$ cat src/rtl/viterbi_frame_ctrl.sv
// Frame sequencer for the K=3 rate-1/2 hard-decision Viterbi decoder: PM init,
// one ACS/survivor write per accepted symbol, then a full-frame traceback sweep.
module viterbi_frame_ctrl #(
  parameter int FRAME_LEN = 32,
  parameter int ADDR_W    = 5
) (
  input  logic              clk,
  input  logic              reset,
  input  logic              start,
  input  logic              abort,
  input  logic              sym_valid,
  output logic              sym_ready,
  output logic              pm_init,
  output logic              acs_en,
  output logic              sm_wr_en,
  output logic [ADDR_W-1:0] sm_wr_addr,
  output logic              tb_rd_en,
  output logic [ADDR_W-1:0] tb_rd_addr,
  output logic              busy,
  output logic              frame_done,
  output logic [7:0]        frame_cnt
);

  typedef enum logic [2:0] {S_IDLE, S_INIT, S_ACS, S_TB, S_DONE} state_e;

  localparam logic [ADDR_W-1:0] LAST = ADDR_W'(FRAME_LEN - 1);
  localparam logic [ADDR_W-1:0] ONE  = ADDR_W'(1);

  state_e            state_q, state_d;
  logic [ADDR_W-1:0] step_q, step_d;
  logic [ADDR_W-1:0] tb_addr_q, tb_addr_d;
  logic [ADDR_W-1:0] wr_addr_q, wr_addr_d;
  logic [7:0]        frame_cnt_q, frame_cnt_d;
  logic              kill;
  logic              accept;

  // abort (and a synchronous reset) squash every strobe in the cycle it is seen,
  // so a symbol presented alongside it is never consumed.
  assign kill      = reset | abort;
  assign sym_ready = (state_q == S_ACS) & ~kill;
  assign accept    = sym_ready & sym_valid;

  always_comb begin
    state_d     = state_q;
    step_d      = step_q;
    tb_addr_d   = tb_addr_q;
    wr_addr_d   = wr_addr_q;
    frame_cnt_d = frame_cnt_q;
    if (accept) wr_addr_d = step_q;
    unique case (state_q)
      S_IDLE: if (start) state_d = S_INIT;
      S_INIT: begin
        step_d  = '0;
        state_d = S_ACS;
      end
      S_ACS: if (accept) begin
        if (step_q == LAST) begin
          step_d    = '0;
          tb_addr_d = LAST;
          state_d   = S_TB;
        end else begin
          step_d = step_q + ONE;
        end
      end
      S_TB: begin
        if (tb_addr_q == '0) state_d = S_DONE;
        else                 tb_addr_d = tb_addr_q - ONE;
      end
      S_DONE: begin
        frame_cnt_d = frame_cnt_q + 8'd1;
        state_d     = S_IDLE;
      end
      default: state_d = S_IDLE;
    endcase
    if (abort) begin
      state_d     = S_IDLE;
      frame_cnt_d = frame_cnt_q;
      step_d      = step_q;
      tb_addr_d   = tb_addr_q;
    end
  end

  always_ff @(posedge clk) begin
    if (reset) begin
      state_q     <= S_IDLE;
      step_q      <= '0;
      tb_addr_q   <= '0;
      wr_addr_q   <= '0;
      frame_cnt_q <= '0;
    end else begin
      state_q     <= state_d;
      step_q      <= step_d;
      tb_addr_q   <= tb_addr_d;
      wr_addr_q   <= wr_addr_d;
      frame_cnt_q <= frame_cnt_d;
    end
  end

  // pm_init only exists in INIT and acs_en only in ACS, so they never overlap.
  assign pm_init    = (state_q == S_INIT) & ~kill;
  assign acs_en     = accept;
  assign sm_wr_en   = accept;
  assign sm_wr_addr = accept ? step_q : wr_addr_q;
  assign tb_rd_en   = (state_q == S_TB) & ~kill;
  assign tb_rd_addr = tb_addr_q;
  assign busy       = (state_q != S_IDLE);
  assign frame_done = (state_q == S_DONE) & ~kill;
  assign frame_cnt  = frame_cnt_q;

endmodule
$ cat config.mk
export PLATFORM = sky130hd
export DESIGN_NAME = viterbi_frame_ctrl
export DESIGN_NICKNAME = d
export VERILOG_FILES = /design/src/rtl/viterbi_frame_ctrl.sv
export SDC_FILE = /design/constraint.sdc
export NUM_CORES = 1
export LEC_CHECK = 0
export ABC_AREA = 1
export ABC_CLOCK_PERIOD_IN_PS = 2600
export BUFFER_PORTS_ARGS = -buffer_cell sky130_fd_sc_hd__buf_4
export CORE_UTILIZATION = 30
export CTS_CLUSTER_DIAMETER = 100
export DETAILED_ROUTE_END_ITERATION = 10
export PLACE_DENSITY = 0.56
export SLEW_MARGIN = 25
export SYNTH_ARGS = -nofsm -noshare
export SYNTH_HDL_FRONTEND = slang
export SYNTH_SLANG_ARGS = --single-unit
export TNS_END_PERCENT = 1
$ cat constraint.sdc
create_clock -name clk -period 2.6 [get_ports clk]
set_clock_uncertainty 0.15 [all_clocks]
set_input_delay 0.39 -clock clk [delete_from_list [all_inputs] [get_ports clk]]
set_output_delay 0.39 -clock clk [all_outputs]
set_load 0.005 [all_outputs]
# --- Yosys cells after proc, flatten, opt, wreduce, memory -nomap -nowiden ---
# Cells that the tools add are included.
totals:
  ff_bits: 26
  output_inout_bits: 25
  elab_cells: 49
op_classes:
  addsub: 3
  n_eq_ne: 10
  mux: 13
  n_bitwise: 8
  n_reduce_logical: 10
ops:
  columns: ["op", "n"]
  rows:
  - ["5-bit two-way mux", 6]
  - ["5-bit one-hot mux with 2 select lines", 2]
  - ["3-bit two-way mux", 4]
  - ["3-bit one-hot mux with 4 select lines", 1]
  - ["8-bit by 1-bit adder with 8-bit output, second input constant", 1]
  - ["2-bit inequality test, second input constant", 4]
  - ["3-bit by 2-bit == test with 1-bit output, second input constant", 2]
  - ["5-bit by 1-bit adder with 5-bit output, second input constant", 1]
  - ["1-bit bitwise AND", 5]
  - ["5-bit == test, second input constant", 1]
  - ["5-bit zero test", 1]
  - ["5-bit AND reduction", 1]
  - ["5-bit by 1-bit subtractor with 5-bit output, second input constant", 1]
  - ["4-bit AND reduction", 1]
  - ["2-bit nonzero test", 2]
  - ["3-bit by 1-bit == test with 1-bit output, second input constant", 1]
  - ["3-bit == test, second input constant", 1]
  - ["3-bit zero test", 1]
  - ["3-bit AND reduction", 1]
  - ["3-bit nonzero test", 1]
  - ["2-bit by 1-bit inequality test with 1-bit output, second input constant", 1]
  - ["1-bit NOT", 2]
  - ["2-bit AND reduction", 1]
  - ["2-bit OR reduction", 1]
  - ["1-bit OR", 1]

# --- Longest topological paths before layout ---
logic_depth:
  depth_word: 6
  mapped_depth: 12

# --- Least setup slack after synthesis ---
# OpenSTA, ideal clock, no wires.
synth_path:
  path_type: "input-to-output"
  startpoint: "in abort"
  endpoint: "out sm_wr_addr[3]"
  arrival_time_ns: 1.185
  required_time_ns: 2.060
  setup_slack_ns: 0.875
  path_stages: 7
  path_buffers: 1
  path_cell_list: "nor2_2 > inv_2 > nor2_2 > nand2_1 > buf_6 > o21ai_1 > inv_1"
synth_between:
  elab_chain_cells: 5
synth_rtl:
  columns: ["element", "line", "text"]
  rows:
  - ["start: declaration", "10", "input logic abort,"]
  - ["1-bit OR", "39", "assign kill = reset | abort;"]
  - ["1-bit NOT", "40", "assign sym_ready = (state_q == S_ACS) & ~kill;"]
  - ["1-bit bitwise AND", "40", null]
  - ["named net sym_ready", "12", "output logic sym_ready,"]
  - ["1-bit bitwise AND", "41", "assign accept = sym_ready & sym_valid;"]
  - ["5-bit two-way mux", "103", "assign sm_wr_addr = accept ? step_q : wr_addr_q;"]
  - ["end: declaration", "16", "output logic [ADDR_W-1:0] sm_wr_addr,"]
# The timed path passes the listed nets, and every way through them passes these cells.

# --- Worst setup path in the final report ---
layout_path:
  startpoint: "reg state_q[2]"
  endpoint: "out sm_wr_addr[3]"
layout_between:
  elab_chain_cells: 4
layout_rtl:
  columns: ["element", "line", "text"]
  rows:
  - ["start: declaration", "29", "state_e state_q, state_d;"]
  - ["start signal: assignment", "91", "state_q <= state_d;"]
  - ["3-bit by 2-bit == test with 1-bit output", "40", null]
  - ["1-bit bitwise AND", "40", null]
  - ["1-bit bitwise AND", "41", null]
  - ["5-bit two-way mux", "103", null]
# No other way between the ends.

==> out/metrics.yaml <==
cts_setup_buffers: 0
worstSetupStartpointType: "flip-flop"
gr-total-overflow: 0
ys_ff_latch: 26
crit_type: "reg -> out"
slew_headroom: 0.699
grt_max_degree: 16
path_max_fanout: 11
holdPathEnd: "frame_cnt[7]"
insertion_delay_ns: 0.28
fmax_mhz: 440
yosysUniqueCellTypes: 27
powerDensity_nw_per_um2: 478
drcViolationCount: 0
arrival_ns: 1.73
rows: 25
fin_crit_ns: 2.27
status: "finished, final reports clean"
nFillCells: 531
slew_viol_final: 0
yosys_warnings: 0
dr.pass1.iters: 4
io_pins: 30
antenna_cells: 0
final_cell_mix: "nand2_1 (48), nor2_1 (46), inv_1 (44), buf_4 (29), dfxtp_1 (26)"
drtIter0Drc: 102
antenna_left: 0
grt_pass1_vias: 1323
fin_crit_sh: 0.875
synthTopCellsByArea: "dfxtp_1 (35%), nand2_1 (12%), nor2_1 (12%), inv_1 (11%), nand3_1 (5.7%)"
finalHoldViolCount: 0
clockBufferDepth: 2
syn_area_um2: 1480
numCtsBuffers: 3
max_slew.worst_pin.slew_ns: 0.451
hold_buffers: 0
reg2reg_depth: 11
pre_cts_ws_ns: 0.429
syn_nets: 242
cts_tree: "built"
io_buffers: 29
start_util: 0.314
vias: 1413
hpwl_mm: 2.47
regToRegSetupSlack_ns: 0.68
die_height_um: 72.3
vdd_drop_max_mv: 0.232
via_per_inst: 4.29
setup_ws_ns: 0.325
gp_congestion: 0.880
yosysSeqAreaShare: 0.351
syn_area_per_cell_um2: 6.36
netlist_instances: 233
drive_gt1_frac: 0.164
grt_pass1_wl_mm: 5.78
crit_path_end_kind: "primary output"
grt_antenna_before_repair: 0
cts_max_level: 1
nets: 272
die_x_um: 72.3
die-area_um2: 5220
cap_violations: 0
cts.clk_slew.worst_paths_ns: 0.10
coreArea_um2: 4720
rsz0062_at_grt: "no"
cts.sinks: 26
final-setup-viol-count: 0
cts_root_buffer: "clkbuf_8"
area_growth_syn_to_layout_pct: 23.3
rr_endpoint: "tb_rd_addr[2]"
grt.total_usage: 0.139
required_ns: 2.06
synth_top_area_frac: 0.351
wire_per_inst_um: 10.1
p_leak_nw: 0.974
wl_mm: 3.31
min_from: "reset"
layout_commonest_cell: "nand2_1"
hold_depth: 2
worstReg2RegStart: "step_q[0]"
finalSetupTns_ns: 0
synth_top_area_cell: "dfxtp_1"
worst_hold_path_type: "in -> reg"
post_cts_resized: 0
## sequential cells by signal, indices dropped and copies added (netlist names)
signal,cells
frame_cnt,8
step_q,5
tb_rd_addr,5
wr_addr_q,5
state_q,3
## area by class of cell
type	count	area [um2]	area share
clock buffer	3	41.3	0.0226
clock inverter	1	30.0	0.0164
inverter	45	169	0.0925
multi-input combinational	158	764	0.418
sequential	26	520	0.285
tap	67	83.8	0.0459
timing repair buffer	29	218	0.119
## synthesized netlist by cell type, drive strengths merged
cell	instances
buf	3
or2	1
a31oi	1
nand3	19
ha	4
nor2	50
inv	45
a21oi	9
nor3b	2
nor3	2
dfxtp	26
nand2	49
clkbuf	1
o21ai	15
nand4	3
o21bai	1
xor2	2
## worst max-delay path, cell delays in order (launching register included)
cell     delay, ns
dfxtp_1       0.41
nor2_4        0.18
nand2_2       0.10
nor2_2        0.12
nand2_1       0.22
o21ai_1       0.23
inv_1         0.06
buf_4         0.13
## cells by family (layout without fill, tap and decap cells)
kind of cell    Yosys count  count (layout)  share of synthesized area
xor+xnor                  2               2                     0.0118
fa+ha+maj                 4               4                     0.0338
flops                    26              26                      0.351
buf+inv                  49              78                      0.133
simple gates            126             126                      0.372
compound gates           26              26                     0.0980
## per-layer routing
metal  wire length (um)  track usage
met5                  0            0
met1               1720        0.191
met2               1430        0.220
met3                129       0.0306
met4                 36       0.0392
## worst max-delay path by stage
stage / from / end / cells past startpoint
finish: state_q[2] / sm_wr_addr[3] / 7
global route: state_q[2] / sm_wr_addr[2] / 7
CTS: state_q[2] / sm_wr_addr[3] / 7
detailed placement: reset / sm_wr_addr[3] / 8
global placement: reset / sm_wr_addr[3] / 8
floorplan: abort / sm_wr_addr[3] / 7
## power by group
part	internal [mW]	switching (mW)
sequential	0.409	0.0125
clock	0.206	0.138
combinational	0.0415	0.0661
total	0.657	0.217
## per-stage QoR
step / util / instances / instance area [um2] / hold WS (ns) / power, mW
3_3_place_gp: 0.372 / 325 / 1760 / 0.342 / 0.538
6_report: 0.387 / 329 / 1830 / 0.219 / 0.874
3_5_place_dp: 0.372 / 325 / 1760 / 0.348 / 0.539
5_1_grt: 0.387 / 329 / 1830 / 0.229 / 0.921
4_1_cts: 0.387 / 329 / 1830 / 0.211 / 0.888
2_1_floorplan: - / 233 / 1480 / 0.320 / 0.504
Power figures use the tool's default switching activity.
